[config.mk]
export PLATFORM = sky130hd
export DESIGN_NAME = buffer_fifo_sync_flat
export DESIGN_NICKNAME = d
export VERILOG_FILES = /design/src/rtl/buffer_fifo_sync_if.sv /design/src/rtl/buffer_fifo_sync.sv /design/src/flat_wrapper.sv
export SDC_FILE = /design/constraint.sdc
export NUM_CORES = 1
export LEC_CHECK = 0
export ABC_AREA = 1
export CAP_MARGIN = 20
export CORE_UTILIZATION = 35
export CTS_BUF_LIST = sky130_fd_sc_hd__clkbuf_2 sky130_fd_sc_hd__clkbuf_4 sky130_fd_sc_hd__clkbuf_8
export CTS_CLUSTER_SIZE = 30
export DETAILED_ROUTE_END_ITERATION = 6
export GPL_ROUTABILITY_DRIVEN = 0
export GPL_TIMING_DRIVEN = 0
export MAX_ROUTING_LAYER = met4
export SLEW_MARGIN = 20
export SYNTH_ARGS = -nofsm -noshare
export SYNTH_HDL_FRONTEND = slang
export SYNTH_SLANG_ARGS = --single-unit
[constraint.sdc]
create_clock -name clk -period 1.8 [get_ports clk]
set_input_delay 0.36 -clock clk [delete_from_list [all_inputs] [get_ports clk]]
set_output_delay 0.36 -clock clk [all_outputs]
set_load 0.01 [all_outputs]
[src/rtl/buffer_fifo_sync_if.sv]
`default_nettype none
// ============================================================================
// Module   : buffer_fifo_sync_if
// Brief    : Producer/consumer valid-ready handshake bundle for the FIFO.
// Revision : 1.0
// ============================================================================
interface buffer_fifo_sync_if #(
    parameter int WIDTH = 8
);
    logic             in_valid;
    logic             in_ready;
    logic [WIDTH-1:0] in_data;
    logic             out_valid;
    logic             out_ready;
    logic [WIDTH-1:0] out_data;

    // Environment side: drives the producer offer and the consumer take
    modport master (
        output in_valid, in_data, out_ready,
        input  in_ready, out_valid, out_data
    );

    // Buffer side
    modport slave (
        input  in_valid, in_data, out_ready,
        output in_ready, out_valid, out_data
    );
endinterface
`default_nettype wire

[src/rtl/buffer_fifo_sync.sv]
`default_nettype none
// ============================================================================
// Module   : buffer_fifo_sync
// Brief    : DEPTH-entry synchronous FIFO with valid/ready on both sides.
// Revision : 1.0
// ============================================================================
module buffer_fifo_sync #(
    parameter int WIDTH = 8,
    parameter int DEPTH = 4,
    parameter int CW    = $clog2(DEPTH) + 1
) (
    input  wire logic          clk,
    input  wire logic          rst,
    buffer_fifo_sync_if.slave  bus,
    output logic [CW-1:0]      count,
    output logic               full,
    output logic               empty
);
    localparam int AW = $clog2(DEPTH);

    logic [WIDTH-1:0] r_mem [DEPTH];
    logic [AW-1:0]    r_wr_ptr;
    logic [AW-1:0]    r_rd_ptr;
    logic [CW-1:0]    r_count;

    logic             w_full;
    logic             w_empty;
    logic             w_push;
    logic             w_pop;

    // Status comes only from registered count, so ready/valid never loop
    assign w_full  = (r_count == CW'(DEPTH));
    assign w_empty = (r_count == '0);
    assign w_push  = bus.in_valid  & ~w_full;
    assign w_pop   = bus.out_ready & ~w_empty;

    always_ff @(posedge clk) begin
        if (rst) begin
            r_wr_ptr <= '0;
            r_rd_ptr <= '0;
            r_count  <= '0;
            r_mem[0] <= '0;
        end else begin
            if (w_push) begin
                r_mem[r_wr_ptr] <= bus.in_data;
                r_wr_ptr        <= r_wr_ptr + AW'(1);
            end
            if (w_pop) begin
                r_rd_ptr <= r_rd_ptr + AW'(1);
            end
            if (w_push && !w_pop) begin
                r_count <= r_count + CW'(1);
            end else if (w_pop && !w_push) begin
                r_count <= r_count - CW'(1);
            end
        end
    end

    assign bus.in_ready  = ~w_full;
    assign bus.out_valid = ~w_empty;
    assign bus.out_data  = r_mem[r_rd_ptr];
    assign count         = r_count;
    assign full          = w_full;
    assign empty         = w_empty;
endmodule
`default_nettype wire
[src/flat_wrapper.sv]
// flat-port wrapper written by rule: the top's interface ports become plain ports
module buffer_fifo_sync_flat 
#(
    parameter int WIDTH = 8,
    parameter int DEPTH = 4,
    parameter int CW    = $clog2(DEPTH) + 1
)
  (clk, rst, count, full, empty, bus_in_valid, bus_in_data, bus_out_ready, bus_in_ready, bus_out_valid, bus_out_data);
  buffer_fifo_sync_if #(.WIDTH(WIDTH)) bus_i ();
  input  wire logic clk;
  input  wire logic rst;
  output logic [CW-1:0] count;
  output logic full;
  output logic empty;
  input wire logic [$bits(bus_i.in_valid)-1:0] bus_in_valid;
  input wire logic [$bits(bus_i.in_data)-1:0] bus_in_data;
  input wire logic [$bits(bus_i.out_ready)-1:0] bus_out_ready;
  output wire logic [$bits(bus_i.in_ready)-1:0] bus_in_ready;
  output wire logic [$bits(bus_i.out_valid)-1:0] bus_out_valid;
  output wire logic [$bits(bus_i.out_data)-1:0] bus_out_data;
  assign bus_i.in_valid = bus_in_valid;
  assign bus_i.in_data = bus_in_data;
  assign bus_i.out_ready = bus_out_ready;
  assign bus_in_ready = bus_i.in_ready;
  assign bus_out_valid = bus_i.out_valid;
  assign bus_out_data = bus_i.out_data;
  buffer_fifo_sync #(.WIDTH(WIDTH), .DEPTH(DEPTH), .CW(CW)) u_core (.clk(clk), .rst(rst), .bus(bus_i), .count(count), .full(full), .empty(empty));
endmodule
==> results.tsv, run 1 <==
metric	value	unit
CTS tree	built	
internal power	0.00196	W
RSZ-0062 raised after global routing	yes	
Die X	71.8	um
Startpoint Class	flop	
Clock transition at path regs	80	ps
Slew HR	0.640	
routed vias/inst	4.64	
Longest Clk Path Bufs	2	
cts hold-fix bufs	0	
GRT Util Overall	0.137	
antenna violations before repair	0	
most frequent cells in the layout	edfxtp_1, nor2_1, inv_1	
WP data required	1440	ps
Unique masters post-synth	19	
initial core utilization	0.363	
Yosys top cell by area	edfxtp_1	
FP Rows	25	
switching pwr	0.000938	W
number of global-route vias before repair	1043	
final WL	3.18	mm
clk root buf	clkbuf_8	
Tcrit/Tclk final	0.963	
Final Power	0.00290	W
Worst Max-Slew Pin Slew	539	ps
post-synthesis sequential area ratio	0.670	
DR pass1 iterations	4	
flops & latches, synth	41	
Max FO, Critical Path	4	
Die H	71.8	um
DP Wirelength	2.08	mm
routing usage on met3	0.0436	
Static Leak	0.886	nW
HP Class	input pin to flop	
maxcap violations	0	
fmax	577	MHz
Final nets	209	
crit path time final	1730	ps
peak supply drop	0.693	mV
Final Max Tran Viols	0	
grt ovf	0	
H-tree depth	2	
Post-Syn Area	0.00170	mm^2
drt first-iter violations	64	
buffers added on ports	26	
met1 Usage GRT	0.166	
I/O Pins	27	
Power per Cell Area	1320	mW/mm^2
Num CTS Buffers	5	
clk sinks	41	
share of cells above drive strength 1	0.194	
Util after Layout	0.467	
hold_ws	458	ps
status	completed	
cell count after synthesis	160	
WL/cell	12.7	um
GR Util met2	0.215	
# fillers	449	
commonest non-fill, non-tap cell in the layout	edfxtp_1	
via count	1161	
Synth Area per Inst	10.6	um^2
Clock Latency Late Sink	290	ps
Diodes inserted	0	
top cells by area, synth	edfxtp_1, dfxtp_1, nor2_1	
first-pass GRT wire length	5.04	mm
DIE AREA	0.00515	mm^2
Ys Warns	0	
logic gate share of total power	0.348	
final setup fails	0	
gr busiest metal	met2	
CP Capture Type	primary output	
WS Path Type	flop to primary output	
Final ANT Viol Nets	0	
Seq pwr share	0.434	
Net Sw Frac	0.324	
clock network power share	0.218	
Setup Skew	10.3	ps
detailed-route DRC error count	0	
Critical Path AT	1370	ps
P&R area growth vs syn	28.6	%
final hold violation count	0	
share of Yosys cell area claimed by the top area cell type	0.564	
Syn Nets	174	
largest net degree at the start of global routing	13	
core area	0.00469	mm^2
[worst max-delay path, stage by stage, from the launching register on]
cell	delay, ps
dfxtp_4	370
nor2_4	140
nand2_2	90
clkdlybuf4s50_1	480
[stage by stage]
stage | instance area, um^2 | setup WS (ps) | setup TNS [ps] | cells
after floorplan | 1700 | 7.59 | 0 | 160
after global placement | 2030 | -633 | -16810 | 240
after detailed placement | 2030 | -496 | -13670 | 240
after CTS | 2150 | 2.42 | 0 | 248
after global routing | 2190 | -31.3 | -31.3 | 250
final | 2190 | 67.1 | 0 | 250
[cells in the mapped netlist]
cell and instances:
a21oi_1 3, buf_2 1, buf_4 1, buf_6 1
dfxtp_1 9, edfxtp_1 32, fa_1 1, ha_1 1
inv_1 21, inv_2 2, nand2_1 19, nand2_2 2
nand2_4 1, nand3_1 5, nor2_1 33, nor2_4 1
o21ai_0 18, o22ai_1 8, xor2_1 1
[path summary, 6_finish.rpt]
kind	startpoint	end	slack, ps	cells after the start
worst min-delay path	bus_in_valid	u_core.r_wr_ptr[0]	460	4
worst min register to register	u_core.r_rd_ptr[1]	flop	500	2
worst max register to register	u_core.count[0]	u_core.count[1]	70	9
worst max-delay path	u_core.count[0]	bus_in_ready	70	3
[logic make-up after synthesis]
kind of cell,Yosys count,share of synthesized area
fa+ha+maj,2,0.0191
buf+inv,26,0.0647
flops,41,0.670
simple gates,61,0.150
xor+xnor,1,0.00514
compound gates,29,0.0911
[registers in the layout, summed over array words and instances, names as in the netlist, named ones only]
name and flops:
u_core.r_mem 32, u_core.r_rd_ptr 2, u_core.r_wr_ptr 2, u_core.count 3
[routing by layer]
metal,vias to the layer above,wire [um]
met5,-,0
li1,607,-
met2,30,1530
met1,519,1420
met3,5,183
met4,0,49
[power groups by stage]
stage / sequential, W / combinational (W) / clock (W)
6_report: 0.00126 / 0.00101 / 0.000632
5_1_grt: 0.00128 / 0.00112 / 0.000685
4_1_cts: 0.00126 / 0.000973 / 0.000651
3_5_place_dp: 0.00125 / 0.00102 / 0
3_3_place_gp: 0.00125 / 0.00101 / 0
2_1_floorplan: 0.00124 / 0.000550 / 0
[what timing repair did]
item / in CTS / in global routing
gates resized for setup: 28 / 26
buffers inserted: 0 / 2
pin swaps: 2 / 3
setup endpoints to repair: 38 / 27
[final cells by class]
cell class              count  area [um^2]  area share
flip-flops and latches     41         1150       0.527
plain buffers               3         33.8      0.0154
inverters                  23         88.8      0.0406
clock buffers               8         97.6      0.0446
well taps                  54         67.6      0.0309
multi-input cells          93          500       0.229
repair buffers             28          248       0.113
Power figures use the tool's default switching activity.
==> run 2: changes to the inputs <==
--- a/config.mk
+++ b/config.mk
@@ -8,12 +8,13 @@
 export ABC_AREA = 1
 export CAP_MARGIN = 20
 export CORE_UTILIZATION = 35
-export CTS_BUF_LIST = sky130_fd_sc_hd__clkbuf_2 sky130_fd_sc_hd__clkbuf_4 sky130_fd_sc_hd__clkbuf_8
+export CTS_BUF_LIST = sky130_fd_sc_hd__clkbuf_16
 export CTS_CLUSTER_SIZE = 30
 export DETAILED_ROUTE_END_ITERATION = 6
 export GPL_ROUTABILITY_DRIVEN = 0
 export GPL_TIMING_DRIVEN = 0
 export MAX_ROUTING_LAYER = met4
+export SETUP_SLACK_MARGIN = 0.1
 export SLEW_MARGIN = 20
 export SYNTH_ARGS = -nofsm -noshare
 export SYNTH_HDL_FRONTEND = slang
==> run 2 against run 1 <==
Via count rose by 2.6%. Routed wire length rose by 3.9%. Worst setup slack improved by 58 ps. Count of clock-buffer cells in the layout fell by 3. Combinational power rose by 9.9%. Cell count rose by 1.6%. Design area rose by 3.8%. Sequential share of layout area fell by 1.9 points. Fmax rose by 3.5%. Flip-flop and latch count did not move. Clock skew barely moved. Largest power group unchanged. Worst hold slack improved by 44 ps.
==> results.tsv, run 2 (synthesis gave the netlist of run 1 again) <==
metric	value	unit	change
status	completed		unchanged
first-pass GRT wire length	5.31	mm	was 5.04 mm
drt first-iter violations	87		was 64
clk root buf	clkbuf_16		was clkbuf_8
most frequent cells in the layout	edfxtp_1, nor2_1, inv_1		unchanged
placed cell count	240		unchanged
multi-input logic area	526	um^2	was 500 um^2
initial core utilization	0.363		unchanged
number of global-route vias before repair	1114		was 1043
Critical Path AT	1310	ps	was 1370 ps
Largest Register	u_core.r_mem		unchanged
WS Path Type	flop to primary output		unchanged
Final Worst Setup Slack	125	ps	was 67.1 ps
detailed-route DRC error count	0		unchanged
Power per Cell Area	1400	mW/mm^2	was 1320 mW/mm^2
FP Rows	25		unchanged
GRT Util Overall	0.148		was 0.137
FF+latch area	0.00115	mm^2	unchanged
via count	1191		was 1161
cts hold-fix bufs	0		unchanged
Max FO, Critical Path	4		unchanged
antenna violations before repair	0		unchanged
RSZ-0062 raised after global routing	yes		unchanged
Static Leak	0.927	nW	was 0.886 nW
Worst setup startpoint	u_core.count[1]		was u_core.count[0]
clk sinks	41		unchanged
Final nets	213		was 209
number of flip-flops in the largest register	32		unchanged
Tcrit/Tclk final	0.930		was 0.963
buffers added on ports	26		unchanged
fmax	597	MHz	was 577 MHz
share of cells above drive strength 1	0.225		was 0.194
final hold violation count	0		unchanged
hold_sp	u_core.r_rd_ptr[1]		was bus_in_valid
Startpoint Class	flop		unchanged
H-tree depth	2		unchanged
peak supply drop	0.863	mV	was 0.693 mV
maxcap violations	0		unchanged
Num CTS Buffers	5		unchanged
Slew HR	0.658		was 0.640
HP Class	flop to flop		was input pin to flop
R2R Path Start	u_core.count[1]		was u_core.count[0]
final setup fails	0		unchanged
largest net degree at the start of global routing	13		unchanged
grt ovf	0		unchanged
Util after Layout	0.485		was 0.467
core area	0.00469	mm^2	unchanged
Die H	71.8	um	unchanged
WL/cell	13.0	um	was 12.7 um
P&R area growth vs syn	33.5	%	was 28.6%
CP Capture Type	primary output		unchanged
Final Max Tran Viols	0		unchanged
Longest Clk Path Bufs	2		unchanged
Final ANT Viol Nets	0		unchanged
Setup Skew	9.78	ps	was 10.3 ps
WP data required	1440	ps	about the same
Clock transition at path regs	50	ps	was 80 ps
final WL	3.31	mm	was 3.18 mm
routed vias/inst	4.69		was 4.64
Diodes inserted	0		unchanged
Setup WS pre-CTS	-534	ps	was -496 ps
DIE AREA	0.00515	mm^2	unchanged
I/O Pins	27		unchanged
DR pass1 iterations	4		unchanged
DP Wirelength	2.11	mm	was 2.08 mm
Worst Max-Slew Pin Slew	513	ps	was 539 ps
crit path time final	1670	ps	was 1730 ps
Die X	71.8	um	unchanged
commonest non-fill, non-tap cell in the layout	edfxtp_1		unchanged
# fillers	430		was 449
Clock Latency Late Sink	290	ps	about the same
Final Power	0.00319	W	was 0.00290 W
CTS tree	built		unchanged
final non-filler cell total	254		was 250
[run 2: timing repair]
item / CTS / global route
setup endpoints to repair: 46 / 10
hold endpoints to repair: 0 / 0
gates cloned: 0 / 0
resized for setup: 49 / 15
setup buffers: 4 / 2
pin swaps: 3 / 4
[run 2: routing by layer]
layer  vias to the layer above  global-route usage  wire, um
li1                        616                   -         -
met5                         -                   -         0
met1                       535               0.174      1480
met2                        31               0.231      1600
met4                         0              0.0828        76
met3                         9              0.0394       156
[run 2: path summary, 6_finish.rpt]
| check | depth (start not counted) | end | slack (ps) |
|---|---|---|---|
| worst min register to register | 2 | flop | 500 |
| worst max-delay path | 5 | full | 130 |
| worst min-delay path | 2 | flop | 500 |
| worst max register to register | 9 | u_core.count[1] | 160 |
[run 2: critical path, cell delays in order, from the launching register on]
cell	delay [ps]
dfxtp_4	360
nor2_4	160
nand2_4	90
buf_4	140
inv_1	40
dlygate4sd2_1	250
[run 2: per-stage QoR]
stage	hold WS [ps]	TNS (ps)	instance area, um^2
after floorplan	425	0	1710
after global placement	495	-14570	2040
after detailed placement	493	-13890	2040
after CTS	503	0	2250
after global routing	531	0	2270
final	502	0	2270
[run 2: power breakdown]
group	leakage, nW	switching [W]	internal, W	total [W]
clock	0.0762	0.000331	0.000500	0.000831
combinational	0.467	0.000610	0.000500	0.00111
sequential	0.384	0.0000887	0.00116	0.00125
total	0.927	0.00103	0.00216	0.00319
[run 2: area by class of cell]
cell class | count | share of cell area
Buffer | 3 | 0.0165
Clock buffer | 5 | 0.0550
Clock inverter | 3 | 0.00550
Inverter | 23 | 0.0391
Multi-Input combinational cell | 93 | 0.231
Sequential cell | 41 | 0.507
Tap cell | 54 | 0.0297
Timing Repair Buffer | 32 | 0.116
==> run 3: changes to the inputs <==
--- a/config.mk
+++ b/config.mk
@@ -13,7 +13,6 @@
 export DETAILED_ROUTE_END_ITERATION = 6
 export GPL_ROUTABILITY_DRIVEN = 0
 export GPL_TIMING_DRIVEN = 0
-export MAX_ROUTING_LAYER = met4
 export SETUP_SLACK_MARGIN = 0.1
 export SLEW_MARGIN = 20
 export SYNTH_ARGS = -nofsm -noshare
==> constraint.sdc (replaced) <==
create_clock -name clk -period 2.1 [get_ports clk]
set_input_delay 0.42 -clock clk [delete_from_list [all_inputs] [get_ports clk]]
set_output_delay 0.42 -clock clk [all_outputs]
set_load 0.01 [all_outputs]
==> run 3 against run 2 <==
First-iteration DRC count shrank 21%. Die area is the same. Routed wire length shrank 3.9%. Total power shrank 19%. Non-clock buffer count shrank 5. Global-route usage shrank 1.6 points. Critical path depth shrank 1. Core utilization shrank 1.9 points. Cell count shrank 2.0%. Flip-flop and latch count is the same.
==> results.tsv, run 3 (synthesis gave the netlist of run 1 again) <==
metric	value	unit	change
Seq pwr share	0.411		was 0.392
Slew HR	0.402		was 0.658
antenna violations before repair	0		unchanged
Num CTS Buffers	5		unchanged
Power per Cell Area	1190	mW/mm^2	was 1400 mW/mm^2
share of cells above drive strength 1	0.113		was 0.225
via count	1158		was 1191
grt ovf	0		unchanged
Die H	71.8	um	unchanged
RSZ-0062 raised after global routing	no		was yes
GRT Util Overall	0.132		was 0.148
Critical Path AT	1500	ps	was 1310 ps
fmax	521	MHz	
GR Util met2	0.217		was 0.231
commonest non-fill, non-tap cell in the layout	edfxtp_1		unchanged
Startpoint Class	flop		unchanged
clock network power share	0.269		was 0.260
status	completed		unchanged
final setup fails	0		unchanged
Max FO, Critical Path	5		was 4
Largest Register	u_core.r_mem		unchanged
Final ANT Viol Nets	0		unchanged
Clock Latency Late Sink	280	ps	was 290 ps
Util after Layout	0.466		was 0.485
largest net degree at the start of global routing	13		unchanged
Setup Skew	3.27	ps	was 9.78 ps
internal power	0.00180	W	was 0.00216 W
first-pass GRT wire length	4.99	mm	was 5.31 mm
drt first-iter violations	69		was 87
WL/cell	12.8	um	was 13.0 um
setup tns final	0	ps	unchanged
Diodes inserted	0		unchanged
Longest Clk Path Bufs	2		unchanged
initial core utilization	0.363		unchanged
DR pass1 iterations	4		unchanged
WP data required	1680	ps	was 1440 ps
most frequent cells in the layout	edfxtp_1, nor2_1, inv_1		unchanged
cell area after layout	0.00219	mm^2	was 0.00227 mm^2
number of global-route vias before repair	1053		was 1114
CP Capture Type	primary output		unchanged
FF-to-FF setup slack	280	ps	was 160 ps
clk sinks	41		unchanged
FF+latch area	0.00115	mm^2	about the same
multi-input logic area	462	um^2	was 526 um^2
Hold Path Depth	2		unchanged
gr busiest metal	met2		unchanged
Static Leak	0.883	nW	was 0.927 nW
P&R area growth vs syn	28.4	%	was 33.5%
final hold violation count	0		unchanged
crit path time final	1920	ps	
HP Class	flop to flop		unchanged
WS Path Type	flop to primary output		unchanged
routed vias/inst	4.65		was 4.69
logic gate share of total power	0.320		was 0.348
Final Max Tran Viols	0		unchanged
peak supply drop	0.539	mV	was 0.863 mV
buffers added on ports	26		unchanged
Worst R2R End	u_core.count[1]		unchanged
switching pwr	0.000794	W	was 0.00103 W
number of flip-flops in the largest register	32		unchanged
FP Rows	25		unchanged
cts hold-fix bufs	0		unchanged
H-tree depth	2		unchanged
maxcap violations	0		unchanged
CTS tree	built		unchanged
hold_sp	u_core.r_rd_ptr[1]		unchanged
Worst Max-Slew Pin Slew	891	ps	was 513 ps
placed cell area	0.00203	mm^2	was 0.00204 mm^2
Die X	71.8	um	unchanged
Final nets	208		was 213
DIE AREA	0.00515	mm^2	unchanged
I/O Pins	27		unchanged
clk root buf	clkbuf_16		unchanged
detailed-route DRC error count	0		unchanged
met1 Usage GRT	0.161		was 0.174
reg2reg path depth	9		unchanged
Net Sw Frac	0.306		was 0.323
routing usage on met3	0.0352		was 0.0394
Worst setup startpoint	u_core.count[1]		unchanged
R2R Path Start	u_core.count[1]		unchanged
Clock transition at path regs	50	ps	about the same
Tcrit/Tclk final	0.914		
core area	0.00469	mm^2	unchanged
DP Wirelength	2.08	mm	was 2.11 mm
final WL	3.18	mm	was 3.31 mm
Final Power	0.00259	W	was 0.00319 W
# fillers	443		was 430
==> run 3: cell type report <==
cell class | count | share of cell area
sequential | 41 | 0.524
multi-input combinational | 93 | 0.211
timing repair buffer | 27 | 0.118
clock buffer | 5 | 0.0572
inverter | 23 | 0.0395
tap | 54 | 0.0309
buffer | 3 | 0.0137
clock inverter | 3 | 0.00515
==> run 3: critical path: stages (launching register included) <==
cell             delay [ps]
dfxtp_1                 350
nor2_2                  170
nand2_2                 110
inv_1                    60
clkdlybuf4s50_1         520
==> run 3: routing by layer <==
layer / vias to the layer above / part of all wire
li1: 604 / -
met1: 525 / 0.46
met2: 24 / 0.48
met3: 5 / 0.039
met4: 0 / 0.016
met5: - / 0
==> run 3: what timing repair did <==
action / CTS / global route
pin swaps: 0 / 1
setup endpoints to repair: 25 / 3
gates cloned: 0 / 0
setup buffers: 1 / 0
gates resized for setup: 17 / 1
==> run 3: worst max path at each step <==
stage | depth (start not counted) | end | slack, ps
final | 4 | empty | 180
after global routing | 4 | empty | 100
after CTS | 4 | empty | 110
after detailed placement | 5 | u_core.r_mem[3][3] | -260
after global placement | 3 | u_core.r_mem[0][3] | -390
after floorplan | 12 | u_core.count[2] | 310
==> run 3: through the flow <==
stage | hold WS [ps] | worst slack (ps) | instances
3_3_place_gp | 491 | -393 | 240
2_1_floorplan | 459 | 308 | 160
6_report | 500 | 180 | 249
4_1_cts | 500 | 111 | 249
3_5_place_dp | 496 | -256 | 240
5_1_grt | 519 | 104 | 249
==> run 3: power groups by stage <==
stage	clock network, W	registers (W)	logic (W)
2_1_floorplan	0	0.00106	0.000471
3_3_place_gp	0	0.00108	0.000865
4_1_cts	0.000712	0.00107	0.000840
3_5_place_dp	0	0.00107	0.000871
6_report	0.000698	0.00107	0.000829
5_1_grt	0.000739	0.00108	0.000917
==> edit 1, RTL diff (flow settings as in run 2) <==
Put one more register stage on the output `count`, with the module's reset. The value now appears one clock later. The other outputs are not delayed to match. Comments in the files are not updated.
--- a/src/rtl/buffer_fifo_sync.sv
+++ b/src/rtl/buffer_fifo_sync.sv
@@ -60,5 +60,11 @@
     assign bus.out_valid = ~w_empty;
     assign bus.out_data  = r_mem[r_rd_ptr];
-    assign count         = r_count;
+    always_ff @(posedge clk) begin
+        if (rst) begin
+            count <= '0;
+        end else begin
+            count <= r_count;
+        end
+    end
     assign full          = w_full;
     assign empty         = w_empty;
Function: changed (Yosys sat finds a counterexample within 4 cycles, from zero or initial values and one cycle with rst high).
==> edit 1 against run 2 <==
  * Non-clock buffer count up 2
  * Sequential share of layout area shrank 0.43 points
  * Setup slack worse by 60 ps
  * Highest routed layer unchanged
  * Largest power group unchanged
  * Sequential cell count rose by 3
  * Count of clock-buffer cells in the layout unchanged
  * Design area increased by 6.2%
  * Wire length up 5.4%
  * Power up 14%
  * First-iteration DRC count rose by 32%
  * Area after synthesis rose by 6.9%
  * Synthesized cell count is 3.8% higher
  * Utilization up 1.4 points
==> edit 1: results (changes against run 2) <==
| Metric | Value |
|---|---|
| Outcome | finished clean |
| Arrival @ worst endpoint | 1910 ps (+600 ps) |
| Post-route clock skew | 7.92 ps (-1.86 ps) |
| Fraction of registers with async set or reset after synthesis | 0% (unchanged) |
| Drt total wl | 3480 um (+5.4%) |
| Clock transition time at the flip-flop clock pins of the worst setup and hold paths | ~60 ps |
| Largest registers | u_core.r_mem x32, u_core.count x3, u_core.r_count x3 |
| Number of post-CTS setup repair buffers | 6 (+2) |
| Iter 0 DRT Violations | 115 (+32%) |
| Share of synthesized area occupied by flip-flops and latches | 66.0% (-1.0 points) |
| Worst hold-check path type | input pin to flip-flop |
| Number of H-tree levels | 2 (unchanged) |
| Hold Worst Slack | 393 ps (-109 ps) |
| Layout cell share with drive strength beyond 1 | 26.9% (+4.4 points) |
| Cell types occupying the most area after synthesis | edfxtp_1 53%, dfxtp_1 13%, nor2_1 6.6%, o21ai_0 4.7%, inv_1 4.3% |
| Max stage delay on crit path | 360 ps (about the same) |
| Crit path launch | u_core.r_count[1]$_SDFFE_PP0P_ |
| I/O Buffers | 25 (-3.8%) |
| Synth Flop Type | edfxtp_1 |
| Internal power consumption | 2.47 mW (+14%) |
| First-pass GRT wire length | 5670 um (+6.7%) |
| Length of the first detailed-routing pass in iterations | 4 (unchanged) |
| Worst Path Max Fanout | 4 (unchanged) |
| Yosys synthesis warning count | 0 (unchanged) |
| Maximum number of pins on one net before global-route repair | 16 (+3) |
| Pre-CTS worst setup slack | -420 ps (+114 ps) |
| Number of inserted diodes | 0 (unchanged) |
| Post-synthesis average cell area | 11.0 um^2 (+3.0%) |
| Endpoint of the worst-slack reg-to-reg timing path | u_core.r_count[2]$_SDFFE_PP0P_ |
| Max-Slew Margin vs Limit | 41.8% (-24 points) |
| Synthesized-area fraction occupied by xor and xnor cells | 0% (-0.51 points) |
| HP Start | rst |
| Syn Nets | 180 (+3.4%) |
| Fraction of the mapped netlist area in adder cells | 1.79% (-0.12 points) |
| Initial antenna violation count | 0 (unchanged) |
| Worst Reg-to-Reg Cells | 12 (+3) |
| Static leakage | 0.973 nW (+4.9%) |
| Count of final max-slew check failures | 0 (unchanged) |
| Final net count | 221 (+3.8%) |
| Synth Area in Compound Gates | 9.76% (+0.65 points) |
| Clock root cell | clkbuf_16 |
| Total track usage | 14.7% (-0.066 points) |
| R2r setup slk | 60 ps (-100 ps) |
| Count of vias placed by the detailed router | 1,244 (+4.5%) |
| Post-layout min period | 1740 ps (+60.2 ps) |
| VDD IR max | 971 uV (+12%) |
| Setup Crit Path Kind | flip-flop to flip-flop |
| Number of clock buffers inserted by TritonCTS | 5 (unchanged) |
| Critical Path Slowest Stage Cell | dfxtp_4 |
| Leading post-synthesis cells by instance count | 32 x edfxtp_1, 32 x nor2_1, 21 x inv_1 |
| Count of instances resized after the clock tree is built | 41 (-16%) |
| Final HPWL from detailed placement | 2270 um (+7.5%) |
| Average wire length per cell after detail routing | 12.7 um (-2.7%) |
| Dpl cells | 258 (+7.5%) |
| Clk_lat worst skew | approximately 280 ps |
| Number of distinct library cell variants in the gate-level netlist after synthesis | 21 (+2) |
## edit 1: through the flow
stage          cell area, um^2  utilization (%)  setup TNS (ps)
4_1_cts                   2400             49.5               0
2_1_floorplan             1820                -               0
6_report                  2410             49.8               0
3_5_place_dp              2150             44.4          -12760
3_3_place_gp              2150             44.4          -14750
5_1_grt                   2410             49.8           -22.4
## edit 1: kinds of logic after synthesis
| group | count (synthesis) |
|---|---|
| compound gates | 32 |
| fa+ha+maj | 2 |
| buf+inv | 27 |
| flops | 44 |
| simple gates | 61 |
## edit 1: area by class of cell
cell class | instances | area (um^2)
fill | 460 | 2430
sequential | 44 | 1210
multi-input combinational | 95 | 547
inverter | 24 | 97.6
timing repair buffer | 34 | 273
clock inverter | 3 | 46.3
buffer | 3 | 27.5
clock buffer | 5 | 125
tap | 67 | 83.8
## edit 1: worst max-delay path: cells and delay by family, from the launching register on
family                     cells  cell delay [ps]
adders and majority gates      2              510
buffers and inverters          2              100
DFF                            1              360
and+or+nand+nor                8              660
## edit 1: metal layers
layer | wire length, um | GRT usage (%) | share of wire, %
met4 | 34 | 5.77 | 0.98
met1 | 1560 | 17.7 | 45
met3 | 121 | 3.25 | 3.5
met5 | 0 | - | 0
met2 | 1770 | 24.0 | 51
## edit 1: how the worst min path moves through the flow
stage	end	cells after the start
3_3_place_gp	u_core.r_rd_ptr[0]$_SDFFE_PP0P_	2
5_1_grt	flip-flop	2
4_1_cts	flip-flop	2
3_5_place_dp	flip-flop	2
2_1_floorplan	flip-flop	2
6_report	flip-flop	2
## edit 1: power by group through the flow
stage          clock (mW)  combinational (mW)  sequential [mW]
6_report             1.04                1.24             1.35
3_3_place_gp            0                1.11             1.36
3_5_place_dp            0                1.13             1.36
4_1_cts              1.06                1.20             1.35
2_1_floorplan           0               0.653             1.34
5_1_grt              1.09                1.38             1.36
==> edit 2, RTL diff (config.mk and constraints of run 2) <==
Made on the original files. `WIDTH` is set to 8 in 3 places; all go to 6.
--- a/src/rtl/buffer_fifo_sync_if.sv
+++ b/src/rtl/buffer_fifo_sync_if.sv
@@ -6,5 +6,5 @@
 // ============================================================================
 interface buffer_fifo_sync_if #(
-    parameter int WIDTH = 8
+    parameter int WIDTH = 6
 );
     logic             in_valid;
--- a/src/rtl/buffer_fifo_sync.sv
+++ b/src/rtl/buffer_fifo_sync.sv
@@ -6,5 +6,5 @@
 // ============================================================================
 module buffer_fifo_sync #(
-    parameter int WIDTH = 8,
+    parameter int WIDTH = 6,
     parameter int DEPTH = 4,
     parameter int CW    = $clog2(DEPTH) + 1
--- a/src/flat_wrapper.sv
+++ b/src/flat_wrapper.sv
@@ -2,5 +2,5 @@
 module buffer_fifo_sync_flat 
 #(
-    parameter int WIDTH = 8,
+    parameter int WIDTH = 6,
     parameter int DEPTH = 4,
     parameter int CW    = $clog2(DEPTH) + 1
Ports: changed (resized bus_in_data and bus_out_data); port bits go from 27 to 23. No check against the original RTL was run, so the function may have changed too.
==> edit 2 against run 2 <==
  * Design area fell by 15%
  * Wire length shrank 12%
  * Clock power decreased by 6.9%
  * Via count is 13% lower
  * First-iteration DRC count is 77% lower
  * Cell count down 12%
  * Clock skew fell by 5.4 ps
  * Utilization fell by 0.064 points
  * Power decreased by 11%
  * Setup slack worse by 8.9 ps
  * Area after synthesis shrank 15%
  * Sequential cell count shrank 8
  * Largest cell class unchanged
  * Highest routed layer unchanged
==> edit 2: results (changes against run 2) <==
| Metric | Value |
|---|---|
| Synthesized-area fraction occupied by xor and xnor cells | 0.603% (+0.089 points) |
| Pre-CTS worst setup slack | -384 ps (+150 ps) |
| Highest achievable clock rate | 594 MHz (-0.53%) |
| Synth Area in Compound Gates | 8.44% (-0.67 points) |
| Total track usage | 15.1% (+0.35 points) |
| Syn Nets | 149 (-14%) |
| HP Start | u_core.r_wr_ptr[1]$_SDFFE_PP0P_ |
| Share of synthesized area occupied by flip-flops and latches | 62.0% (-5.0 points) |
| Static leakage | 0.802 nW (-14%) |
| I/O Buffers | 22 (-15%) |
| Cell types occupying the most area after synthesis | edfxtp_1 50%, dfxtp_1 12%, inv_1 5.2%, o21ai_0 4.8%, nand2_1 4.7% |
| Sw frac | 33.0% (+0.73 points) |
| Outcome | finished clean |
| R2r setup slk | 120 ps (-40 ps) |
| Number of enable-type register cells in the synthesized netlist | 24 (-25%) |
| Via density per instance | 4.65 (-0.83%) |
| Number of flip-flops under the largest register name | 24 (-25%) |
| Average wire length per cell after detail routing | 13.1 um (+0.77%) |
| Iter 0 DRT Violations | 20 (-77%) |
| Setup Crit Path Kind | flip-flop to flip-flop |
| Number of distinct library cell variants in the gate-level netlist after synthesis | 18 (-1) |
| Layout cell share with drive strength beyond 1 | 30.6% (+8.1 points) |
| Slew @ Worst Pin | 408 ps (-105 ps) |
| Worst Reg-to-Reg Cells | 12 (+3) |
| Maximum number of pins on one net before global-route repair | 11 (-2) |
| First-pass GRT wire length | 4440 um (-16%) |
| Final net count | 184 (-14%) |
| Launching point of the worst reg2reg path | u_core.count[0]$_SDFFE_PP0P_ |
| Final HPWL from detailed placement | 1990 um (-5.7%) |
| Post-route clock skew | 4.36 ps (-5.42 ps) |
[edit 2: cell families after synthesis]
| family | count (synthesis) |
|---|---|
| xor+xnor | 1 |
| compound gates | 23 |
| fa+ha+maj | 2 |
| simple gates | 55 |
| flops | 33 |
| buf+inv | 23 |
[edit 2: layout make-up]
class                           instances  area (um^2)
Buffer                                  2         18.8
Inverter                               21         86.3
Tap cell                               50         62.6
Multi-Input combinational cell         81          495
Sequential cell                        33          912
Clock buffer                            5          125
Timing Repair Buffer                   28          224
Fill cell                             386         2060
Clock inverter                          3         11.3
[edit 2: metrics by stage]
step                instance area [um^2]  setup TNS, ps  std cells  utilization [%]
floorplan                           1460              0        137                -
global placement                    1740          -4400        209             43.4
detailed placement                  1740          -4690        209             43.4
CTS                                 1900              0        220             47.6
global route                        1940              0        223             48.4
finish                              1940              0        223             48.4
[edit 2: timing repair]
action / in CTS / in global routing
endpoints found under the setup margin: 18 / 21
pin swaps: 4 / 8
resized for setup: 32 / 21
cloned: 0 / 0
buffers inserted: 3 / 3
[edit 2: per-layer routing]
| layer | up-vias | part of all wire (%) | wire length (um) | GRT usage (%) |
|---|---|---|---|---|
| li1 | 520 | - | - | - |
| met1 | 484 | 43 | 1260 | 16.0 |
| met2 | 27 | 51 | 1500 | 24.6 |
| met3 | 6 | 4.0 | 116 | 5.69 |
| met4 | 0 | 1.5 | 44 | 7.98 |
| met5 | - | 0 | 0 | - |
[edit 2: power by group through the flow]
stage	sequential, mW	clock, mW	combinational [mW]
2_1_floorplan	1.02	0	0.539
5_1_grt	1.03	0.833	1.13
3_5_place_dp	1.03	0	0.956
3_3_place_gp	1.02	0	0.926
4_1_cts	1.02	0.793	0.962
6_report	1.02	0.774	1.04
